===== config.mk =====
export PLATFORM = sky130hd
export DESIGN_NAME = piso_tx_controller
export DESIGN_NICKNAME = d
export VERILOG_FILES = /design/src/rtl/serial_audio_pkg.sv /design/src/rtl/bit_slot_timer.sv /design/src/rtl/piso_tx_controller.sv
export SDC_FILE = /design/constraint.sdc
export NUM_CORES = 1
export LEC_CHECK = 0
export ABC_AREA = 0
export CAP_MARGIN = 20
export CORE_ASPECT_RATIO = 1.4
export CORE_MARGIN = 8
export CORE_UTILIZATION = 47
export DETAILED_ROUTE_END_ITERATION = 10
export GPL_TIMING_DRIVEN = 1
export PLACE_DENSITY = 0.8
export SYNTH_ARGS = -nofsm -noshare
export SYNTH_HDL_FRONTEND = slang
export SYNTH_SLANG_ARGS = --single-unit

===== constraint.sdc =====
create_clock -name CLOCK_50 -period 1.95 [get_ports CLOCK_50]
set_clock_uncertainty 0.1 [all_clocks]
set_input_delay 0.585 -clock CLOCK_50 [delete_from_list [all_inputs] [get_ports CLOCK_50]]
set_output_delay 0.585 -clock CLOCK_50 [all_outputs]
set_load 0.03 [all_outputs]

===== src/rtl/serial_audio_pkg.sv =====
// Shared widths, frame geometry and state encoding for the serial audio
// transmit path.
package serial_audio_pkg;

    localparam int DATA_W      = 8;
    localparam int SAMPLE_W    = 16;
    localparam int FRAME_SLOTS = 16;
    localparam int SLOT_W      = $clog2(FRAME_SLOTS);

    // Slot indices at which a fresh byte is loaded into the PISO
    localparam logic [SLOT_W-1:0] SLOT_FIRST = '0;
    localparam logic [SLOT_W-1:0] SLOT_MID   = SLOT_W'(FRAME_SLOTS / 2);
    localparam logic [SLOT_W-1:0] SLOT_LAST  = SLOT_W'(FRAME_SLOTS - 1);

    typedef enum logic [0:0] {
        IDLE = 1'b0,
        RUN  = 1'b1
    } state_e;

endpackage


===== src/rtl/bit_slot_timer.sv =====
// Cycle and slot counters for one frame. Besides the current-cycle frame_end
// flag, it exports the decode of the *next* cycle position so the parent can
// register its outputs and still have them line up with the counters.
module bit_slot_timer
    import serial_audio_pkg::*;
#(
    parameter int BIT_PERIOD = 4
) (
    input  logic              clk,
    input  logic              rst_n,
    input  logic              start,       // frame begins next cycle
    input  logic              run,         // a frame is in progress this cycle
    output logic              frame_end,   // this cycle is the last of the frame
    output logic              slot_start,  // next cycle is cycle 0 of a slot
    output logic [SLOT_W-1:0] slot_idx,    // slot index of the next cycle
    output logic              bit_clock,   // bit clock level for the next cycle
    output logic              active       // a frame is in progress next cycle
);

    localparam int CYC_W = (BIT_PERIOD > 2) ? $clog2(BIT_PERIOD) : 1;
    localparam logic [CYC_W-1:0] CYC_LAST = CYC_W'(BIT_PERIOD - 1);
    localparam logic [CYC_W-1:0] CYC_HALF = CYC_W'(BIT_PERIOD / 2);

    logic [CYC_W-1:0]  cyc_reg, cyc_next;
    logic [SLOT_W-1:0] slot_reg, slot_next;
    logic              active_next;

    assign frame_end = run && (cyc_reg == CYC_LAST) && (slot_reg == SLOT_LAST);

    // Next counter position: restart on frame start, advance while running,
    // park at zero otherwise so an idle timer always restarts cleanly.
    always_comb begin
        cyc_next    = '0;
        slot_next   = '0;
        active_next = 1'b0;
        if (start) begin
            active_next = 1'b1;
        end else if (run && !frame_end) begin
            active_next = 1'b1;
            if (cyc_reg == CYC_LAST) begin
                slot_next = slot_reg + 1'b1;
            end else begin
                cyc_next  = cyc_reg + 1'b1;
                slot_next = slot_reg;
            end
        end
    end

    // Counter state
    always_ff @(posedge clk or negedge rst_n) begin
        if (!rst_n) begin
            cyc_reg  <= '0;
            slot_reg <= '0;
        end else begin
            cyc_reg  <= cyc_next;
            slot_reg <= slot_next;
        end
    end

    assign slot_start = active_next && (cyc_next == '0);
    assign slot_idx   = slot_next;
    assign bit_clock  = active_next && (cyc_next >= CYC_HALF);
    assign active     = active_next;

endmodule


===== src/rtl/piso_tx_controller.sv =====
// Streams 16-bit samples through an 8-bit PISO as two bytes, MSB first.
// A one-entry holding register decouples the sample source; frames run
// back-to-back while samples keep arriving. Every output is a flop.
module piso_tx_controller
    import serial_audio_pkg::*;
#(
    parameter int BIT_PERIOD = 4
) (
    input  logic                CLOCK_50,
    input  logic                Reset_n,
    input  logic                Enable,
    input  logic [SAMPLE_W-1:0] Sample_Data,
    input  logic                Sample_Valid,
    output logic                Sample_Ready,
    output logic [DATA_W-1:0]   Parallel_Data,
    output logic                Load_Parallel_Data,
    output logic                Shift_Flag,
    output logic                Bit_Clock,
    output logic                Frame_Sync,
    output logic                Busy,
    output logic                Underrun
);

    state_e              state_reg, state_next;
    logic                hold_valid_reg;
    logic [SAMPLE_W-1:0] hold_data_reg;
    // Only the second byte needs to outlive the frame start; the first byte
    // goes straight from the holding register into Parallel_Data.
    logic [DATA_W-1:0]   frame_lo_reg;

    logic                load_reg, shift_reg, bit_clock_reg, frame_sync_reg;
    logic                underrun_reg;
    logic [DATA_W-1:0]   parallel_data_reg;

    logic                run, accept, frame_start;
    logic                frame_end, slot_start, bit_clock_next, active_next;
    logic [SLOT_W-1:0]   slot_idx;
    logic                load_slot;

    assign run         = (state_reg == RUN);
    assign accept      = Sample_Valid && !hold_valid_reg;
    // Start from IDLE, or chain directly onto the end of the current frame
    assign frame_start = Enable && hold_valid_reg && ((state_reg == IDLE) || frame_end);
    assign load_slot   = (slot_idx == SLOT_FIRST) || (slot_idx == SLOT_MID);

    bit_slot_timer #(
        .BIT_PERIOD (BIT_PERIOD)
    ) u_timer (
        .clk        (CLOCK_50),
        .rst_n      (Reset_n),
        .start      (frame_start),
        .run        (run),
        .frame_end  (frame_end),
        .slot_start (slot_start),
        .slot_idx   (slot_idx),
        .bit_clock  (bit_clock_next),
        .active     (active_next)
    );

    // Frame sequencing: a frame never stops early, only at frame_end
    always_comb begin
        state_next = state_reg;
        case (state_reg)
            IDLE:    if (frame_start) state_next = RUN;
            RUN:     if (frame_end)   state_next = frame_start ? RUN : IDLE;
            default: state_next = IDLE;
        endcase
    end

    // State register
    always_ff @(posedge CLOCK_50 or negedge Reset_n) begin
        if (!Reset_n) begin
            state_reg <= IDLE;
        end else begin
            state_reg <= state_next;
        end
    end

    // Holding register; a simultaneous accept wins so the new sample is kept
    always_ff @(posedge CLOCK_50 or negedge Reset_n) begin
        if (!Reset_n) begin
            hold_valid_reg <= 1'b0;
            hold_data_reg  <= '0;
        end else if (accept) begin
            hold_valid_reg <= 1'b1;
            hold_data_reg  <= Sample_Data;
        end else if (frame_start) begin
            hold_valid_reg <= 1'b0;
        end
    end

    // Frame register and the byte presented to the PISO on each load
    always_ff @(posedge CLOCK_50 or negedge Reset_n) begin
        if (!Reset_n) begin
            frame_lo_reg      <= '0;
            parallel_data_reg <= '0;
        end else if (frame_start) begin
            frame_lo_reg      <= hold_data_reg[DATA_W-1:0];
            parallel_data_reg <= hold_data_reg[SAMPLE_W-1:DATA_W];
        end else if (slot_start && (slot_idx == SLOT_MID)) begin
            parallel_data_reg <= frame_lo_reg;
        end
    end

    // Registered PISO controls, bit clock, frame sync and underrun pulse
    always_ff @(posedge CLOCK_50 or negedge Reset_n) begin
        if (!Reset_n) begin
            load_reg       <= 1'b0;
            shift_reg      <= 1'b0;
            bit_clock_reg  <= 1'b0;
            frame_sync_reg <= 1'b0;
            underrun_reg   <= 1'b0;
        end else begin
            load_reg       <= slot_start && load_slot;
            shift_reg      <= slot_start && !load_slot;
            bit_clock_reg  <= bit_clock_next;
            frame_sync_reg <= active_next && (slot_idx == SLOT_FIRST);
            underrun_reg   <= frame_end && Enable && !hold_valid_reg;
        end
    end

    assign Sample_Ready       = ~hold_valid_reg;
    assign Parallel_Data      = parallel_data_reg;
    assign Load_Parallel_Data = load_reg;
    assign Shift_Flag         = shift_reg;
    assign Bit_Clock          = bit_clock_reg;
    assign Frame_Sync         = frame_sync_reg;
    assign Busy               = run;
    assign Underrun           = underrun_reg;

endmodule


== After elaboration in Yosys (flattened, before gate mapping) ==
Cells that the tools add are included.

* $add $sub $neg: 2
* Order comparisons: 1
* Equality and inequality tests: 3
* Multiplexer cells: 15
* Bitwise operators: 2
* Reduce and logical (&&, ||, !) cells: 23

{| class="wikitable"
|+ Operator list
! operator !! number
|-
| 8-bit 2-to-1 mux || 2
|-
| 1-bit logical AND || 14
|-
| 4-bit 2-to-1 mux || 3
|-
| 4-bit equality test (second input constant) || 2
|-
| 1-bit 2-to-1 mux || 6
|-
| 2-bit 2-to-1 mux || 3
|-
| 4-bit by 1-bit adder with 4-bit output (second input constant) || 1
|-
| 4-bit zero test || 1
|-
| 2-bit nonzero test || 2
|-
| 1-bit zero test || 3
|-
| 2-bit by 1-bit adder with 2-bit output (second input constant) || 1
|-
| 2-bit equality test (second input constant) || 1
|-
| 2-bit greater-or-equal comparator (second input constant) || 1
|-
| 2-bit zero test || 1
|-
| 1-bit logical OR || 2
|-
| 1-bit NOT || 2
|-
| 1-bit one-hot mux with 2 select lines || 1
|}

* Register bits after elaboration: 45
* Input bits: 20
* Output and inout bits: 15
* Word-level logic and storage cells: 58

== Logic depth before layout (Yosys ltp) ==
Gate-level depths: netlist of run 1.

* Depth after elaboration: 12
* Gate-level depth with buffers: 7
* Mapped depth without buffers: 5

== Hierarchy ==
Synthesis of run 1 repeated with hierarchy kept, for this count alone.

* Cell total of the unflattened synthesis: 150
* Area, all modules: 1,909.3 um2

{| class="wikitable"
|+ By module, submodules not included
! module !! times used !! cells an instance !! area an instance (um2) !! seq. area each (um2)
|-
| piso_tx_controller || 1 || 117 || 1,564.0 || 975.9
|-
| bit_slot_timer || 1 || 33 || 345.3 || 150.1
|}

== Worst setup path after synthesis of run 1 ==
No wires, ideal clock.

* Kind: register to register
* Start: reg u_timer.slot_reg[0]
* End: reg parallel_data_reg[0] (netlist: Parallel_Data[0])
* Library setup time: 80 ps
* Arrival: 1,680 ps
* Slack: 90 ps
* Cell stages (with the launch flop): 7
* Buffers on the path: 1
* Clock period less this slack: 1,860 ps
* Path through: dfrtp_1 ha_1 and3b_4 a22o_1 buf_6 o211a_4 o211ai_2

* Longest elaborated chain between the ends: 10

{| class="wikitable"
|+ RTL lines
! what !! line !! source
|-
| from (decl) || bit_slot_timer.sv:25 || <nowiki>logic [SLOT_W-1:0] slot_reg, slot_next;</nowiki>
|-
| from (signal assigned) || bit_slot_timer.sv:56 || <nowiki>slot_reg <= slot_next;</nowiki>
|-
| branches (longest 10 deep; another with 4-bit by 1-bit adder with 4-bit output) || -- ||
|-
| to (signal assigned) || piso_tx_controller.sv:99 || <nowiki>parallel_data_reg <= hold_data_reg[SAMPLE_W-1:DATA_W];</nowiki>
|-
| to (signal assigned) || piso_tx_controller.sv:101 || <nowiki>parallel_data_reg <= frame_lo_reg;</nowiki>
|-
| to (decl) || piso_tx_controller.sv:33 || <nowiki>logic [DATA_W-1:0] parallel_data_reg;</nowiki>
|}

Parallel ways; which one is timed is not known.
A chain may end at the register's enable or synchronous reset.

== Worst setup path in the final report of run 1 ==
* Start: reg u_timer.cyc_reg[0]
* End: reg parallel_data_reg[2] (netlist: Parallel_Data[2])

* Longest elaborated chain between the ends: 11

{| class="wikitable"
|+ RTL lines
! what !! line !! source
|-
| from (decl) || bit_slot_timer.sv:24 || <nowiki>logic [CYC_W-1:0] cyc_reg, cyc_next;</nowiki>
|-
| from (signal assigned) || bit_slot_timer.sv:55 || <nowiki>cyc_reg <= cyc_next;</nowiki>
|-
| 2-bit equality test || bit_slot_timer.sv:28, bit_slot_timer.sv:40 ||
|-
| 1-bit logical AND (2 in series) || bit_slot_timer.sv:28 || <nowiki>assign frame_end = run && (cyc_reg == CYC_LAST) && (slot_reg == SLOT_LAST);</nowiki>
|-
| 1-bit zero test || bit_slot_timer.sv:38 || <nowiki>end else if (run && !frame_end) begin</nowiki>
|-
| 1-bit logical AND || bit_slot_timer.sv:38 ||
|-
| 2-bit 2-to-1 mux || bit_slot_timer.sv:38 ||
|-
| 2-bit 2-to-1 mux || bit_slot_timer.sv:36 || <nowiki>if (start) begin</nowiki>
|-
| 2-bit zero test || bit_slot_timer.sv:60 || <nowiki>assign slot_start = active_next && (cyc_next == '0);</nowiki>
|-
| 1-bit logical AND || bit_slot_timer.sv:60 ||
|-
| 1-bit logical AND || piso_tx_controller.sv:100 || <nowiki>end else if (slot_start && (slot_idx == SLOT_MID)) begin</nowiki>
|-
| 2-bit nonzero test (no line) || -- ||
|}

Parallel ways exist; a longest one is shown, timed or not.

==> flow_summary.json, run 1 <==
{
  "status": "finished clean",
  "setup_slack_ns": 0.1123,
  "combinationalPowerShare_pct": 5.7,
  "die-area_um2": 6567,
  "io-pin-count": 35,
  "worstReg2RegEnd": "Parallel_Data[2]",
  "setup_viol": 0,
  "r2r_slack_ns": 0.11,
  "postCtsSetupRepairBufs": 0,
  "finalCritPeriodShare_pct": 94.24,
  "htreeDepth": 2,
  "r2r_start": "u_timer.cyc_reg[0]",
  "row_count": 28,
  "synth_cell_types": 31,
  "post-route-util_pct": 62.23,
  "n_fill_cell": 351,
  "switching_share_pct": 19.57,
  "drv_slew": 0,
  "seq_area_um2": 1126,
  "drc": 0,
  "p_leak_nw": 1.280,
  "clkLatencyLatePin_ns": 0.29,
  "ff2ff_path_depth": 5,
  "grt_setup_unrepaired": "no",
  "synth_compound_area_share_pct": 11.58,
  "p_int_mw": 1.409,
  "largest_register_ffs": 16,
  "port_buffers": 34,
  "cp_data_required_time_ns": 2.02,
  "cts_tree": "yes",
  "synth_top_family_by_area": "simple AND/OR/NAND/NOR gates",
  "grt_max_degree": 46,
  "hold_viol": 0,
  "dp_hpwl_mm": 3.119,
  "die_y_um": 92.74,
  "ant_nets": 0,
  "powerDensity_nw_per_um2": 681.0,
  "crit_path_end_kind": "register",
  "core-area_um2": 4134,
  "path_clk_slew_ns": 0.08,
  "synthXorXnorAreaFrac_pct": 1.709,
  "cts_resized": 16,
  "die_w_um": 70.81,
  "yosysSeqAreaShare_pct": 56.96,
  "num_vias": 1402,
  "maxCapViolCount": 0,
  "grt_overflow_total": 0,
  "grt_pass1_wl_mm": 6.748,
  "firstDrtPassIters": 4,
  "hold_class": "in2async",
  "cts_buffers": 5,
  "ys.warnings.count": 0,
  "sequentialPowerShare_pct": 56.6,
  "setup.worst_path.start": "u_timer.cyc_reg[0]",
  "synth_mux_area_share_pct": 9.620,
  "grt_use_total_pct": 13.03,
  "final_nets": 243,
  "critPathKind": "reg2reg",
  "cts-root-buf": "clkbuf_8",
  "power_mw": 1.752,
  "path_max_fanout": 9,
  "cp.arrival_ns": 1.91,
  "antenna_found_initial": 0,
  "start_util_pct": 47.82,
  "cts_hold_buf": 0,
  "worstMarginPinSlew_ns": 0.3145,
  "drt_iter0_markers": 78,
  "max_freq_ghz": 0.5442,
  "first_global_vias": 1529,
  "n_antenna_cell": 0,
  "ys_ff_latch": 45,
  "multi_input_area_um2": 795.8,
  "wl_per_cell_um": 15.15,
  "dp_slack_ns": -0.08382,
  "synth.net_count": 189,
  "clock_power_share_pct": 37.7,
  "drive_above_1_share_pct": 27.60,
  "clockBufferDepth": 2,
  "via_per_inst": 5.271,
  "fin_crit_ns": 1.838,
  "peakVddDrop_mv": 0.5884,
  "wl_mm": 4.029,
  "synthSimpleGateAreaFrac_pct": 15.89,
  "areaGrowthSynthToFinish_pct": 30.13,
  "synthAdderAreaFrac_pct": 1.266,
  "final_cell_mix": "45 x dfrtp_1, 45 x nand2_1, 19 x buf_4, 18 x clkdlybuf4s50_1, 16 x mux2_2",
  "synth_area_um2": 1977,
  "p_sw_uw": 342.9,
  "cp-start-kind": "register",
  "synthCells": 167,
  "syn_area_per_cell_um2": 11.84,
  "gp_congestion": 0.7940,
  "cts.sinks": 45,
  "maxSlewHeadroom_pct": 78.98
}
==> per-stage QoR <==
step / instance area, um^2 / hold slack [ns] / cells / TNS [ns]
6_report: 2572 / 0.1465 / 266 / 0
5_1_grt: 2572 / 0.1644 / 266 / 0
4_1_cts: 2570 / 0.1588 / 266 / 0
3_5_place_dp: 2484 / 0.3544 / 259 / -1.473
3_3_place_gp: 2484 / 0.3460 / 259 / -0.7698
2_1_floorplan: 1977 / 0.1894 / 167 / 0
==> cells by family after synthesis <==
| logic type | count (synthesis) |
|---|---|
| simple gates | 68 |
| flops | 45 |
| xor+xnor | 3 |
| compound gates | 22 |
| fa+ha+maj | 2 |
| buf+inv | 10 |
| mux | 17 |
==> critical path: stages (launching register included) <==
cell and delay (ns):
dfrtp_1 0.40, ha_2 0.23, nor3_1 0.28, a22o_2 0.31, o211a_4 0.28, o211ai_2 0.10
==> synthesized netlist by cell type (all sizes together) <==
cell | instances | area share [%]
nor2 | 9 | 1.7
mux2i | 1 | 0.51
ha | 2 | 1.3
a21oi | 1 | 0.44
o21a | 1 | 0.38
and3b | 1 | 0.63
nand2 | 45 | 8.5
nand4 | 2 | 0.95
a22o | 1 | 0.44
a21o | 1 | 0.38
o2111ai | 8 | 3.5
xnor2 | 3 | 1.7
nor2b | 2 | 0.63
nor4b | 1 | 0.76
buf | 5 | 2.0
dfrtp | 45 | 57
nor3b | 2 | 1.0
o211ai | 8 | 5.1
o211a | 1 | 0.89
nand3 | 1 | 0.25
o32ai | 1 | 0.44
mux2 | 16 | 9.1
inv | 3 | 0.57
and3 | 2 | 0.63
clkbuf | 2 | 0.38
nor3 | 3 | 0.76
==> power groups by stage <==
stage / sequential (mW) / combinational (mW) / clock [mW]
2_1_floorplan: 1.00 / 0.0358 / 0
3_3_place_gp: 1.01 / 0.0979 / 0
3_5_place_dp: 1.01 / 0.102 / 0
4_1_cts: 0.991 / 0.102 / 0.679
5_1_grt: 0.997 / 0.110 / 0.712
6_report: 0.991 / 0.0996 / 0.661
==> worst max path at each step <==
| stage | cells after the start | slack (ns) | end |
|---|---|---|---|
| 2_1_floorplan | 6 | 0.09 | Parallel_Data[0] |
| 3_3_place_gp | 4 | -0.05 | hold_data_reg[11] |
| 3_5_place_dp | 4 | -0.08 | hold_data_reg[13] |
| 4_1_cts | 5 | 0.05 | Parallel_Data[2] |
| 5_1_grt | 7 | 0.02 | Parallel_Data[2] |
| 6_report | 5 | 0.11 | Parallel_Data[2] |
==> area by class of cell <==
cell class                      instances  area share [%]
Sequential cell                        45           43.77
Multi-Input combinational cell        112           30.93
Timing Repair Buffer                   54           18.63
Clock buffer                            5           2.675
Tap cell                               45           2.189
Clock inverter                          2           1.362
Inverter                                3          0.4377
==> per-layer routing <==
layer / vias to the layer above / part of all wire, % / global-route usage (%)
li1: 688 / - / -
met1: 683 / 37 / 13.21
met2: 23 / 57 / 23.66
met3: 8 / 3.6 / 4.108
met4: 0 / 2.0 / 5.923
met5: - / 0 / 0
Note: power is estimated with default switching activity, not from simulation.
==> run 2, diff against run 1 <==
--- a/config.mk
+++ b/config.mk
@@ -9,10 +9,11 @@
 export CAP_MARGIN = 20
 export CORE_ASPECT_RATIO = 1.4
 export CORE_MARGIN = 8
-export CORE_UTILIZATION = 47
+export CORE_UTILIZATION = 46
 export DETAILED_ROUTE_END_ITERATION = 10
 export GPL_TIMING_DRIVEN = 1
-export PLACE_DENSITY = 0.8
+export PLACE_DENSITY = 0.79
 export SYNTH_ARGS = -nofsm -noshare
 export SYNTH_HDL_FRONTEND = slang
+export SYNTH_HIERARCHICAL = 1
 export SYNTH_SLANG_ARGS = --single-unit
==> run 2 against run 1 <==
  * The run now ends with setup timing left
  * Synthesized cell count fell by 10%
  * Global-route usage rose by 1.6 points
  * Clock power rose by 24%
  * Hold slack got worse by 0.042 ns
  * Critical endpoint is now Parallel_Data[3]
==> flow_summary.json, run 2 <==
{
  "synth_mux_area_share_pct": 14.68,
  "synth_cell_types": 31,
  "cts_tree": "yes",
  "dp_slack_ns": -0.9179,
  "final_cell_mix": "45 x dfrtp_1, 28 x buf_4, 23 x mux2_2, 18 x clkdlybuf4s50_1, 13 x dlygate4sd2_1",
  "synth_ff_type": "dfrtp_1",
  "die_y_um": 92.23,
  "grt_overflow_total": 0,
  "setup_viol": 11,
  "n_fill_cell": 275,
  "antenna_found_initial": 0,
  "peakVddDrop_mv": 1.020,
  "met2_usage_pct": 26.27,
  "final_nets": 236,
  "ff2ff_path_depth": 13,
  "synth.net_count": 172,
  "r2r_slack_ns": -0.56,
  "firstDrtPassIters": 4,
  "finalCritPeriodShare_pct": 130.9,
  "clkLatencyLatePin_ns": 0.30,
  "drc": 0,
  "syn_area_per_cell_um2": 12.73,
  "layout_commonest_cell": "dfrtp_1",
  "crit_path_end_kind": "register",
  "grt_setup_unrepaired": "yes",
  "top_usage_layer": "met2",
  "use_met1_pct": 15.07,
  "netlist.area_leader.share_pct": 58.98,
  "multi_input_area_um2": 784.5,
  "synth_most_common_cell": "dfrtp_1",
  "io-pin-count": 35,
  "synthArstFlopShare_pct": 100.0,
  "seq_area_um2": 1126,
  "dp_hpwl_mm": 3.241,
  "maxCapViolCount": 0,
  "synthCells": 150,
  "port_buffers": 34,
  "worstMarginPinSlew_ns": 0.4166,
  "wl_mm": 4.495,
  "finalSetupTns_ns": -5.452,
  "htreeDepth": 2,
  "clockBufferDepth": 2,
  "cts-root-buf": "clkbuf_8",
  "power_mw": 3.899,
  "hold_class": "in2async",
  "ys.warnings.count": 6,
  "core-area_um2": 3953,
  "cp-start-kind": "input port",
  "row_count": 27,
  "fin_crit_ns": 2.552,
  "setup_slack_ns": -0.6023,
  "status": "finished, violations left",
  "synthXorXnorAreaFrac_pct": 1.376,
  "drive_above_1_share_pct": 41.86,
  "areaGrowthSynthToFinish_pct": 42.59,
  "grt_max_degree": 30,
  "p_leak_nw": 1.237,
  "hold_ws_ns": 0.1043,
  "die_w_um": 70.45,
  "max_freq_ghz": 0.3918,
  "cts_hold_buf": 0,
  "synth_enable_flop_cells": 0,
  "first_global_vias": 1610,
  "largest_register_ffs": 16,
  "n_antenna_cell": 0,
  "cts_buffers": 5,
  "synth_top_family_by_area": "multiplexers",
  "synth_compound_area_share_pct": 5.374,
  "wl_per_cell_um": 17.42,
  "synth_largest_area_cell": "dfrtp_1",
  "path_clk_slew_ns": 0.08,
  "via_per_inst": 5.543,
  "ys_ff_latch": 45,
  "yosysSeqAreaShare_pct": 58.98,
  "hold_viol": 0,
  "grt_pass1_wl_mm": 7.693,
  "ant_nets": 0,
  "cp.arrival_ns": 2.64,
  "drv_slew": 0,
  "met3_usage_pct": 4.746,
  "synthTopCellsByCount": "45 x dfrtp_1, 23 x mux2_2, 10 x nor3_1",
  "powerDensity_nw_per_um2": 1432,
  "cp_data_required_time_ns": 2.04,
  "start_util_pct": 48.31,
  "path_max_fanout": 4,
  "synthSimpleGateAreaFrac_pct": 13.04,
  "drt_iter0_markers": 54,
  "gp_congestion": 0.7927,
  "die-area_um2": 6498,
  "violations": "setup timing",
  "grt_use_total_pct": 14.68,
  "netlist_top_cells_area": "dfrtp_1 59%, mux2_2 14%, a31oi_1 2.6%, nor3_1 2.6%, nand3_1 2.1%",
  "synthAdderAreaFrac_pct": 1.311,
  "cts.sinks": 45,
  "synth_area_um2": 1909,
  "num_vias": 1430,
  "critPathKind": "in2reg",
  "maxSlewHeadroom_pct": 72.23
}
run 2: changes by cell type after synthesis, moves of 2 or more:
cell       before  now
o211ai_2        8    0
mux2_2         16   23
xor2_1          0    2
a31oi_1         0    8
nor3_1          3   10
nand3_1         1    8
clkbuf_1        2    0
inv_1           3    5
nand2_1        45    4
o21ai_0         0    6
o2111ai_1       8    0
o21ai_1         0    2
run 2: critical path, stage by stage:
cell and delay [ns]:
clkdlybuf4s50_1 0.48, nand2_1 0.08, or2_4 0.29, inv_8 0.07
inv_6 0.04, nand3_4 0.08, nor2_4 0.05, or4b_4 0.53
buf_4 0.17, o21ai_1 0.15, a31oi_1 0.10
run 2: cells by family after synthesis:
logic type / after synthesis
compound gates: 17
xor+xnor: 3
fa+ha+maj: 2
buf+inv: 14
flops: 45
mux: 25
simple gates: 44
run 2: metrics by stage:
| stage | area [um^2] | std cells | utilization (%) |
|---|---|---|---|
| final | 2723 | 258 | 68.88 |
| after global routing | 2723 | 258 | 68.88 |
| after CTS | 2651 | 255 | 67.08 |
| after detailed placement | 2442 | 241 | 61.79 |
| after global placement | 2442 | 241 | 61.79 |
| after floorplan | 1938 | 150 | - |
run 2: layout make-up:
type | instances | share of cell area [%]
multi-input combinational | 91 | 28.81
inverter | 7 | 1.884
timing repair inverter | 1 | 0.3217
timing repair buffer | 63 | 20.73
tap | 43 | 1.976
clock buffer | 5 | 2.528
sequential | 45 | 41.36
clock inverter | 3 | 2.390
run 2: worst paths after layout:
check | end | start
worst max-delay path | Parallel_Data[3] | Enable
worst min-delay path | Frame_Sync | Reset_n
worst max register to register | Parallel_Data[3] | u_timer/slot_reg[0]
worst min register to register | hold_data_reg[6] | hold_data_reg[6]
max in group asynchronous | frame_lo_reg[4] | Reset_n
min in group CLOCK_50 | hold_data_reg[6] | hold_data_reg[6]
run 2: power by group:
| part | switching (mW) | internal [mW] |
|---|---|---|
| Sequential | 0.205 | 1.25 |
| Combinational | 0.877 | 0.750 |
| Clock | 0.310 | 0.509 |
run 2: timing repair:
action / in CTS / in global routing
gates resized for setup: 23 / 12
hold endpoints to repair: 0 / 0
setup buffers: 5 / 3
pin swaps: 4 / 3
setup endpoints to repair: 32 / 19
gates cloned: 2 / 0
run 2: metal layers:
| layer | routed length (um) | share of wire, % |
|---|---|---|
| met5 | 0 | 0 |
| met4 | 111 | 2.5 |
| met3 | 265 | 5.9 |
| met2 | 2579 | 57 |
| met1 | 1538 | 34 |
==> run 3, diff against run 2 <==
--- a/config.mk
+++ b/config.mk
@@ -12,7 +12,7 @@
 export CORE_UTILIZATION = 46
 export DETAILED_ROUTE_END_ITERATION = 10
 export GPL_TIMING_DRIVEN = 1
-export PLACE_DENSITY = 0.79
+export PLACE_DENSITY_LB_ADDON = 0.2
 export SYNTH_ARGS = -nofsm -noshare
 export SYNTH_HDL_FRONTEND = slang
 export SYNTH_HIERARCHICAL = 1
==> run 3 against run 2 <==
  * Largest power group unchanged
  * Highest routed layer unchanged
  * Combinational power up 10%
  * Hold slack better by 0.046 ns
  * Cell count up 3.5%
  * The flow still finishes with violations (setup timing)
  * Via count unchanged
  * Flip-flop and latch count unchanged
  * Critical path type is now reg2reg
==> flow_summary.json, run 3 (synthesis results as in run 2) <==
{
  "worstMarginPinSlew_ns": 0.5159,
  "met2_usage_pct": 27.25,
  "clockBufferDepth": 2,
  "wl_per_cell_um": 17.68,
  "dp_hpwl_mm": 3.296,
  "clkLatencyLatePin_ns": 0.30,
  "r2r_start": "u_timer/slot_reg[0]",
  "grt_pass1_wl_mm": 7.728,
  "status": "finished, violations left",
  "use_met1_pct": 15.78,
  "layout_commonest_cell": "dfrtp_1",
  "cp.arrival_ns": 2.71,
  "path_max_fanout": 6,
  "cts_hold_buf": 0,
  "wl_mm": 4.721,
  "violations": "setup timing",
  "core-area_um2": 3953,
  "num_vias": 1430,
  "cts-root-buf": "clkbuf_8",
  "hold_viol": 0,
  "dp_slack_ns": -0.9179,
  "drv_slew": 0,
  "cts.sinks": 45,
  "cp_data_required_time_ns": 2.05,
  "maxCapViolCount": 0,
  "fin_crit_ns": 2.606,
  "finalCritPeriodShare_pct": 133.7,
  "via_per_inst": 5.356,
  "grt_use_total_pct": 14.96,
  "cts_buffers": 5,
  "p_leak_nw": 1.289,
  "top_usage_layer": "met2",
  "die_y_um": 92.23,
  "start_util_pct": 48.31,
  "die-area_um2": 6498,
  "setup_viol": 15,
  "die_w_um": 70.45,
  "areaGrowthSynthToFinish_pct": 46.53,
  "cp-start-kind": "register",
  "met3_usage_pct": 4.531,
  "final_cell_mix": "45 x dfrtp_1, 32 x buf_4, 23 x mux2_2, 18 x clkdlybuf4s50_1, 13 x dlygate4sd2_1",
  "cts_tree": "yes",
  "final_nets": 245,
  "powerDensity_nw_per_um2": 1427,
  "setup.worst_path.start": "u_timer/slot_reg[0]",
  "maxSlewHeadroom_pct": 65.61,
  "grt_overflow_total": 0,
  "port_buffers": 34,
  "grt_setup_unrepaired": "yes",
  "largest_register_ffs": 16,
  "n_antenna_cell": 0,
  "critPathKind": "reg2reg",
  "drive_above_1_share_pct": 43.75,
  "io-pin-count": 35,
  "drc": 0,
  "first_global_vias": 1613,
  "setup_slack_ns": -0.6565,
  "crit_path_end_kind": "register",
  "peakVddDrop_mv": 1.424,
  "hold_class": "in2async",
  "row_count": 27,
  "power_mw": 3.992,
  "drt_iter0_markers": 41,
  "antenna_found_initial": 0,
  "firstDrtPassIters": 4,
  "path_clk_slew_ns": 0.08,
  "ant_nets": 0,
  "htreeDepth": 2,
  "gp_congestion": 0.7807,
  "n_fill_cell": 283,
  "max_freq_ghz": 0.3837,
  "grt_max_degree": 27
}
run 3: cell count changes in the layout (fill, tap and decap cells not counted), sizes merged:
cell,previous run,this run
clkbuf,5,6
clkinvlp,0,1
clkinv,3,2
clkdlybuf4s15,0,1
buf,32,40
bufinv,2,1
run 3: per-layer routing:
layer | wire (um) | share of wire (%)
met1 | 1733 | 37
met2 | 2714 | 57
met3 | 184 | 3.9
met4 | 89 | 1.9
met5 | 0 | 0
run 3: through the flow:
stage	setup TNS, ns	hold WS [ns]	instances	area, um^2	utilization [%]
2_1_floorplan	-8.729	0.1894	150	1938	-
3_3_place_gp	-11.70	0.3739	243	2447	61.92
3_5_place_dp	-12.99	0.3988	243	2447	61.92
4_1_cts	-4.866	0.1561	266	2773	70.15
5_1_grt	-7.369	0.1792	267	2798	70.78
6_report	-5.525	0.1504	267	2798	70.78
run 3: repair_timing:
action,4_1_cts,5_1_grt
cloned,2,0
pin swaps,8,8
buffers inserted,14,5
hold endpoints to repair,0,0
gates resized for setup,38,9
setup endpoints to repair,33,21
run 3: critical path, stage by stage (launching register included):
cell and delay, ns:
dfrtp_1 0.40, ha_4 0.17, nand4_4 0.11, nor2_4 0.15, nor2b_4 0.05, or2_4 0.25, inv_8 0.06, inv_6 0.04
nand3_4 0.08, nor2_4 0.04, or4b_4 0.54, buf_8 0.16, clkinv_8 0.05, nand3_1 0.10, a31oi_2 0.19
run 3: cell type report:
type | count | area, um^2 | share of cell area, %
clock buffer | 6 | 82.58 | 2.952
tap | 43 | 53.80 | 1.923
timing repair buffer | 72 | 634.4 | 22.67
multi-input combinational | 91 | 803.3 | 28.71
timing repair inverter | 1 | 8.758 | 0.3131
clock inverter | 2 | 37.54 | 1.342
inverter | 7 | 51.30 | 1.834
sequential | 45 | 1126 | 40.25
run 3: final timing paths:
kind / end / slack [ns] / cells past startpoint
setup / recovery: Parallel_Data[1] / -0.66 / 14
hold / removal: u_timer/slot_reg[0] / 0.15 / 1
setup reg to reg: Parallel_Data[1] / -0.66 / 14
hold reg to reg: frame_lo_reg[0] / 0.42 / 1
max in group asynchronous: Parallel_Data[5] / 1.09 / 2
min in group CLOCK_50: frame_lo_reg[0] / 0.42 / 1
run 3: power by group:
group          internal, mW  switching, mW  leakage (nW)
Combinational         0.877          0.928         0.687
Sequential             1.25          0.210         0.545
Clock                 0.416          0.311        0.0574
Total                  2.54           1.45          1.29
